[src/rtl/demux_1to4_collect.sv]
// Registered 1:4 demux: steers one W-bit beat per cycle into one of four lanes
// and pulses Y_valid when a full 4-lane frame has been collected.
module demux_1to4_collect #(
  parameter int W        = 1,
  parameter bit AUTO_SEL = 1'b1
) (
  input  logic           CLK,
  input  logic           RST_N,
  input  logic [W-1:0]   D,
  input  logic           D_valid,
  input  logic [1:0]     Sel,
  input  logic           Sync,
  output logic [4*W-1:0] Y,
  output logic [3:0]     Y_en,
  output logic           Y_valid,
  output logic [1:0]     Slot
);

  function automatic logic [3:0] onehot4(input logic [1:0] idx);
    case (idx)
      2'd0:    onehot4 = 4'b0001;
      2'd1:    onehot4 = 4'b0010;
      2'd2:    onehot4 = 4'b0100;
      2'd3:    onehot4 = 4'b1000;
      default: onehot4 = 4'b0000;
    endcase
  endfunction

  logic [4*W-1:0] y_q, y_d;
  logic [3:0]     y_en_q, y_en_d;
  logic           y_valid_q, y_valid_d;
  logic [1:0]     slot_q, slot_d;
  logic [3:0]     mask_q, mask_d;

  logic [1:0]     slot_base_s;
  logic [3:0]     mask_base_s;
  logic [3:0]     mask_acc_s;
  logic [1:0]     lane_s;

  // Next-state: Sync restarts the frame before the current beat is placed.
  always_comb begin
    slot_base_s = Sync ? 2'd0 : slot_q;
    mask_base_s = Sync ? 4'b0000 : mask_q;
    lane_s      = AUTO_SEL ? slot_base_s : Sel;
    mask_acc_s  = mask_base_s | onehot4(lane_s);
    y_d         = y_q;
    y_en_d      = 4'b0000;
    y_valid_d   = 1'b0;
    slot_d      = AUTO_SEL ? slot_base_s : 2'd0;
    mask_d      = AUTO_SEL ? 4'b0000 : mask_base_s;
    if (D_valid) begin
      for (int k = 0; k < 4; k++) begin
        if (lane_s == 2'(k)) begin
          y_d[k*W +: W] = D;
        end else begin
          y_d[k*W +: W] = y_q[k*W +: W];
        end
      end
      y_en_d = onehot4(lane_s);
      if (AUTO_SEL) begin
        slot_d    = slot_base_s + 2'd1;
        y_valid_d = (lane_s == 2'd3);
      end else if (mask_acc_s == 4'b1111) begin
        y_valid_d = 1'b1;
        mask_d    = 4'b0000;
      end else begin
        mask_d    = mask_acc_s;
      end
    end else begin
      y_en_d    = 4'b0000;
      y_valid_d = 1'b0;
    end
  end

  // State registers with immediate asynchronous clear.
  always_ff @(posedge CLK or negedge RST_N) begin
    if (!RST_N) begin
      y_q       <= '0;
      y_en_q    <= 4'b0000;
      y_valid_q <= 1'b0;
      slot_q    <= 2'd0;
      mask_q    <= 4'b0000;
    end else begin
      y_q       <= y_d;
      y_en_q    <= y_en_d;
      y_valid_q <= y_valid_d;
      slot_q    <= slot_d;
      mask_q    <= mask_d;
    end
  end

  assign Y       = y_q;
  assign Y_en    = y_en_q;
  assign Y_valid = y_valid_q;
  assign Slot    = slot_q;

endmodule
[config.mk]
export PLATFORM = sky130hd
export DESIGN_NAME = demux_1to4_collect
export DESIGN_NICKNAME = d
export VERILOG_FILES = /design/src/rtl/demux_1to4_collect.sv
export SDC_FILE = /design/constraint.sdc
export NUM_CORES = 1
export LEC_CHECK = 0
export CAP_MARGIN = 0
export CORE_UTILIZATION = 30
export CTS_CLUSTER_DIAMETER = 40
export DETAILED_ROUTE_END_ITERATION = 6
export PLACE_DENSITY_LB_ADDON = 0.1
export SLEW_MARGIN = 10
export SYNTH_ARGS = -nofsm -noshare
export SYNTH_HDL_FRONTEND = slang
export SYNTH_SLANG_ARGS = --single-unit
export TNS_END_PERCENT = 10
[constraint.sdc]
create_clock -name CLK -period 1.54 [get_ports CLK]
set_clock_uncertainty 0.05 [all_clocks]
set_input_delay 0.462 -clock CLK [delete_from_list [all_inputs] [get_ports CLK]]
set_output_delay 0.462 -clock CLK [all_outputs]
set_load 0.01 [all_outputs]
**Word-level counts from Yosys, hierarchy flattened**

Cells that the tools add are included.

- Bits in registers: 11
- Input port bits: 7
- Word-level logic and storage cells: 21
- Output and inout bits: 11

- Reductions and logical operators: 5
- Equality and inequality tests: 3
- Multiplexer cells: 5
- Add/sub/neg operators: 1

Operator list:

| cell | number |
|---|---|
| $pmux W4 S4 | 1 |
| $reduce_and A2 Y1 | 4 |
| $eq A2 B2 Y1 const B | 2 |
| $mux W2 | 2 |
| $mux W4 | 1 |
| $add A2 B1 Y2 const B | 1 |
| $eq A2 B1 Y1 const B | 1 |
| $logic_not A2 Y1 | 1 |
| $mux W1 | 1 |

**Longest topological paths before layout**

- Depth after elaboration: 4
- Depth in mapped cells: 5
- Depth with buffers taken out: 5

**Worst setup path after synthesis**

No wires, ideal clock.

- Kind: input port to flip-flop
- Start point: in Sync
- End point: reg y_q[1], in the netlist Y[1]
- Buffers on the path: 0
- Arrival: 1.307 ns
- Data required time: 1.365 ns
- Library setup time: 0.125 ns
- Stages: 5
- Setup slack: 0.058 ns
- Path through: nand2b_1 -> inv_1 -> ha_1 -> and2_4 -> mux2_4

- Cells in the longest elaborated chain, start to end: 3

RTL lines:

| what | line | source |
|---|---|---|
| start: declaration | 12 | `input logic Sync,` |
| $mux W2 | 42 | `slot_base_s = Sync ? 2'd0 : slot_q;` |
| $eq A2 B1 Y1 | - |  |
| $reduce_and A2 Y1 (no line) | - |  |
| end signal: assignment | 84 | `y_q <= y_d;` |
| end: declaration | 29 | `logic [4*W-1:0] y_q, y_d;` |

No other way between the ends.
A chain may end at the register's enable or synchronous reset.

**Worst setup path in the final report**

- Start point: reg slot_q[1], in the netlist Slot[1]
- End point: out Slot[1]

RTL lines:

| what | line | source |
|---|---|---|
| start: declaration | 32 | `logic [1:0] slot_q, slot_d;` |
| start signal: assignment | 87 | `slot_q <= slot_d;` |
| end: declaration | 16 | `output logic [1:0] Slot` |

No word-level cell between the ends.

==> flow_summary.ini <==
[final_layout]
drive_above_1_share = 0.306
nNetsFinal = 62
area_growth_pct = 45.2
layoutNonFillerInstCount = 64
diodes = 0

[synthesis]
synthTopCellsByArea = dfrtp_1 (57%), mux2_4 (14%), ha_1 (11%)
syn_nets = 41
synthCells = 30
ys_seq_area_frac = 0.568
synth_area_leader_cell = dfrtp_1
ys_types = 10
synth_area_um2 = 440
synth_top_area_frac = 0.568
syn_area_per_cell_um2 = 14.7
synth_seq_cells = 10
ys.warnings.count = 0

[floorplan]
die_height_um = 40.3
io_pins = 18
die_w_um = 40.3
fp-row-count = 13
start_util = 0.330
core_area_um2 = 1330
dieArea_um2 = 1630

[timing]
setup_viol = 0
finalCritPeriodShare = 0.950
fmax_ghz = 0.683
rsz0062_at_grt = no
max_slew_margin = 0.704
setup_slack_ps = 76.8
holdWs_ps = 465
drv_slew = 0
hold_viol_final = 0
min_period_ps = 1460
worst_pin_slew_ps = 443

[placed_design]
place_inst = 61
hpwlAfterDp_um = 624
pre_cts_slack_ps = -492
gp_congestion = 0.692
io_buffers = 15

[worst_setup_path]
endpoint_kind = output port
worst_path_dominant_cell_family = flip-flops
worstReg2RegStart = Slot[0]
setup.worst_path.start_class = register
worstRegToRegCells = 5
cp_max_fo = 2
slowest_stage = dfrtp_1
crit_required_ps = 1030
critical_path_buf_inv_count = 1
crit_arrival_ps = 950
path_cells = dlygate4sd2_1
cp_num_cells = 1
cpPeakStageDelay_ps = 400
rr_endpoint = Y[1]
r2r_slack_ps = 180
critical_path_class = register to output port

[routing]
wl_per_cell_um = 11.9
dr.pass1.iters = 3
drtIter0Drc = 3
viasPerCell = 4.39
drc = 0
vias = 281
ant_nets = 0
drt-total-wl_um = 761

[pwr]
p_per_area_nw_per_um2 = 1100
total_power_mw = 0.702
irDropWorstVdd_v = 0.000451
p_leak_nw = 0.357

[global_route]
grt_pass1_vias = 286
grt_overflow = 0
grt_max_degree = 11
grt_usage = 0.124
grt_first_pass_wirelength_um = 1230
antenna_found_initial = 0

[worst_hold_path]
hold_path.class = input port to asynchronous set/reset pin

[clock_tree]
cts_max_path_buffers = 2
cts_root_buf = clkbuf_4
cts_inserted_buffers = 3
clock_sinks = 10
clk_pin_slew_ps = 60
cts_tree = done
cts_max_level = 1
worstSkewPairLatency_ps = 250
cts_hold_buf = 0

[outcome]
status = finished clean

[flow_run]
max-cap-violations = 0
[layout make-up]
class,instances,area (um2)
multi-input combinational,17,190
clock buffer,3,22.5
sequential,10,250
tap,15,18.8
inverter,2,7.51
fill,130,694
timing repair buffer,17,150
[cells in the final DEF, fill, tap and decap left out]
| master | netlist | routed |
|---|---|---|
| dlygate4sd2_1 | 0 | 12 |
| dfrtp_1 | 10 | 10 |
| and2_4 | 4 | 4 |
| mux2_4 | 4 | 4 |
| ha_1 | 4 | 4 |
| clkbuf_4 | 0 | 3 |
| clkdlybuf4s50_1 | 0 | 3 |
| nand2b_4 | 0 | 2 |
| inv_1 | 2 | 2 |
| buf_4 | 1 | 2 |
| xnor2_1 | 1 | 1 |
| nand2_1 | 1 | 1 |
| o21ai_0 | 1 | 1 |
[logic make-up (layout without fill, tap and decap cells)]
logic type	count (synthesis)	in the layout	synth area share
compound gates	1	1	0.0114
xor+xnor	1	1	0.0199
fa+ha+maj	4	4	0.114
buf+inv	3	22	0.0341
flops	10	10	0.568
mux	4	4	0.136
simple gates	7	7	0.116
[cells in the mapped netlist, drive strengths merged]
| library cell | n |
|---|---|
| nand2b | 2 |
| dfrtp | 10 |
| xnor2 | 1 |
| ha | 4 |
| mux2 | 4 |
| buf | 1 |
| o21ai | 1 |
| inv | 2 |
| nand2 | 1 |
| and2 | 4 |
[flip-flops by register name (all words and copies together) (netlist names)]
signal / cells
Slot: 2
Y: 4
Y_en: 4
[through the flow]
step | util | area (um2) | setup TNS (ps)
after floorplan | - | 440 | 0
after global placement | 0.462 | 617 | -2210
after detailed placement | 0.462 | 617 | -2590
after CTS | 0.479 | 639 | 0
after global routing | 0.479 | 639 | 0
final | 0.479 | 639 | 0
[worst register-to-register path, stage by stage, from the launching register on]
cell	delay (ps)
dfrtp_1	400
nand2b_4	90
inv_1	60
ha_1	200
and2_4	160
mux2_4	280
[layer usage]
| layer | up-vias | global-route usage | part of all wire |
|---|---|---|---|
| li1 | 131 | - | - |
| met5 | - | 0 | 0 |
| met1 | 135 | 0.131 | 0.38 |
| met4 | 0 | 0.100 | 0.016 |
| met2 | 13 | 0.206 | 0.51 |
| met3 | 2 | 0.0333 | 0.097 |
[worst max-delay path by stage]
stage / start / endpoint / slack, ps
after detailed placement: Sync / Y[1] / -490
after floorplan: Sync / Y[1] / 60
after CTS: Slot[0] / Slot[0] / 60
after global routing: Slot[1] / Slot[1] / 30
after global placement: Sync / Y[1] / -440
final: Slot[1] / Slot[1] / 80
[what timing repair did]
item,CTS,global route
resized for setup,14,0
setup endpoints to repair,15,0
buffers inserted,0,0
[power breakdown]
group | internal (mW) | switching [mW] | total (mW)
logic | 0.123 | 0.0796 | 0.203
registers | 0.310 | 0.0273 | 0.337
clock network | 0.0893 | 0.0723 | 0.162
total | 0.522 | 0.179 | 0.702
(Power assumes the default switching activity.)
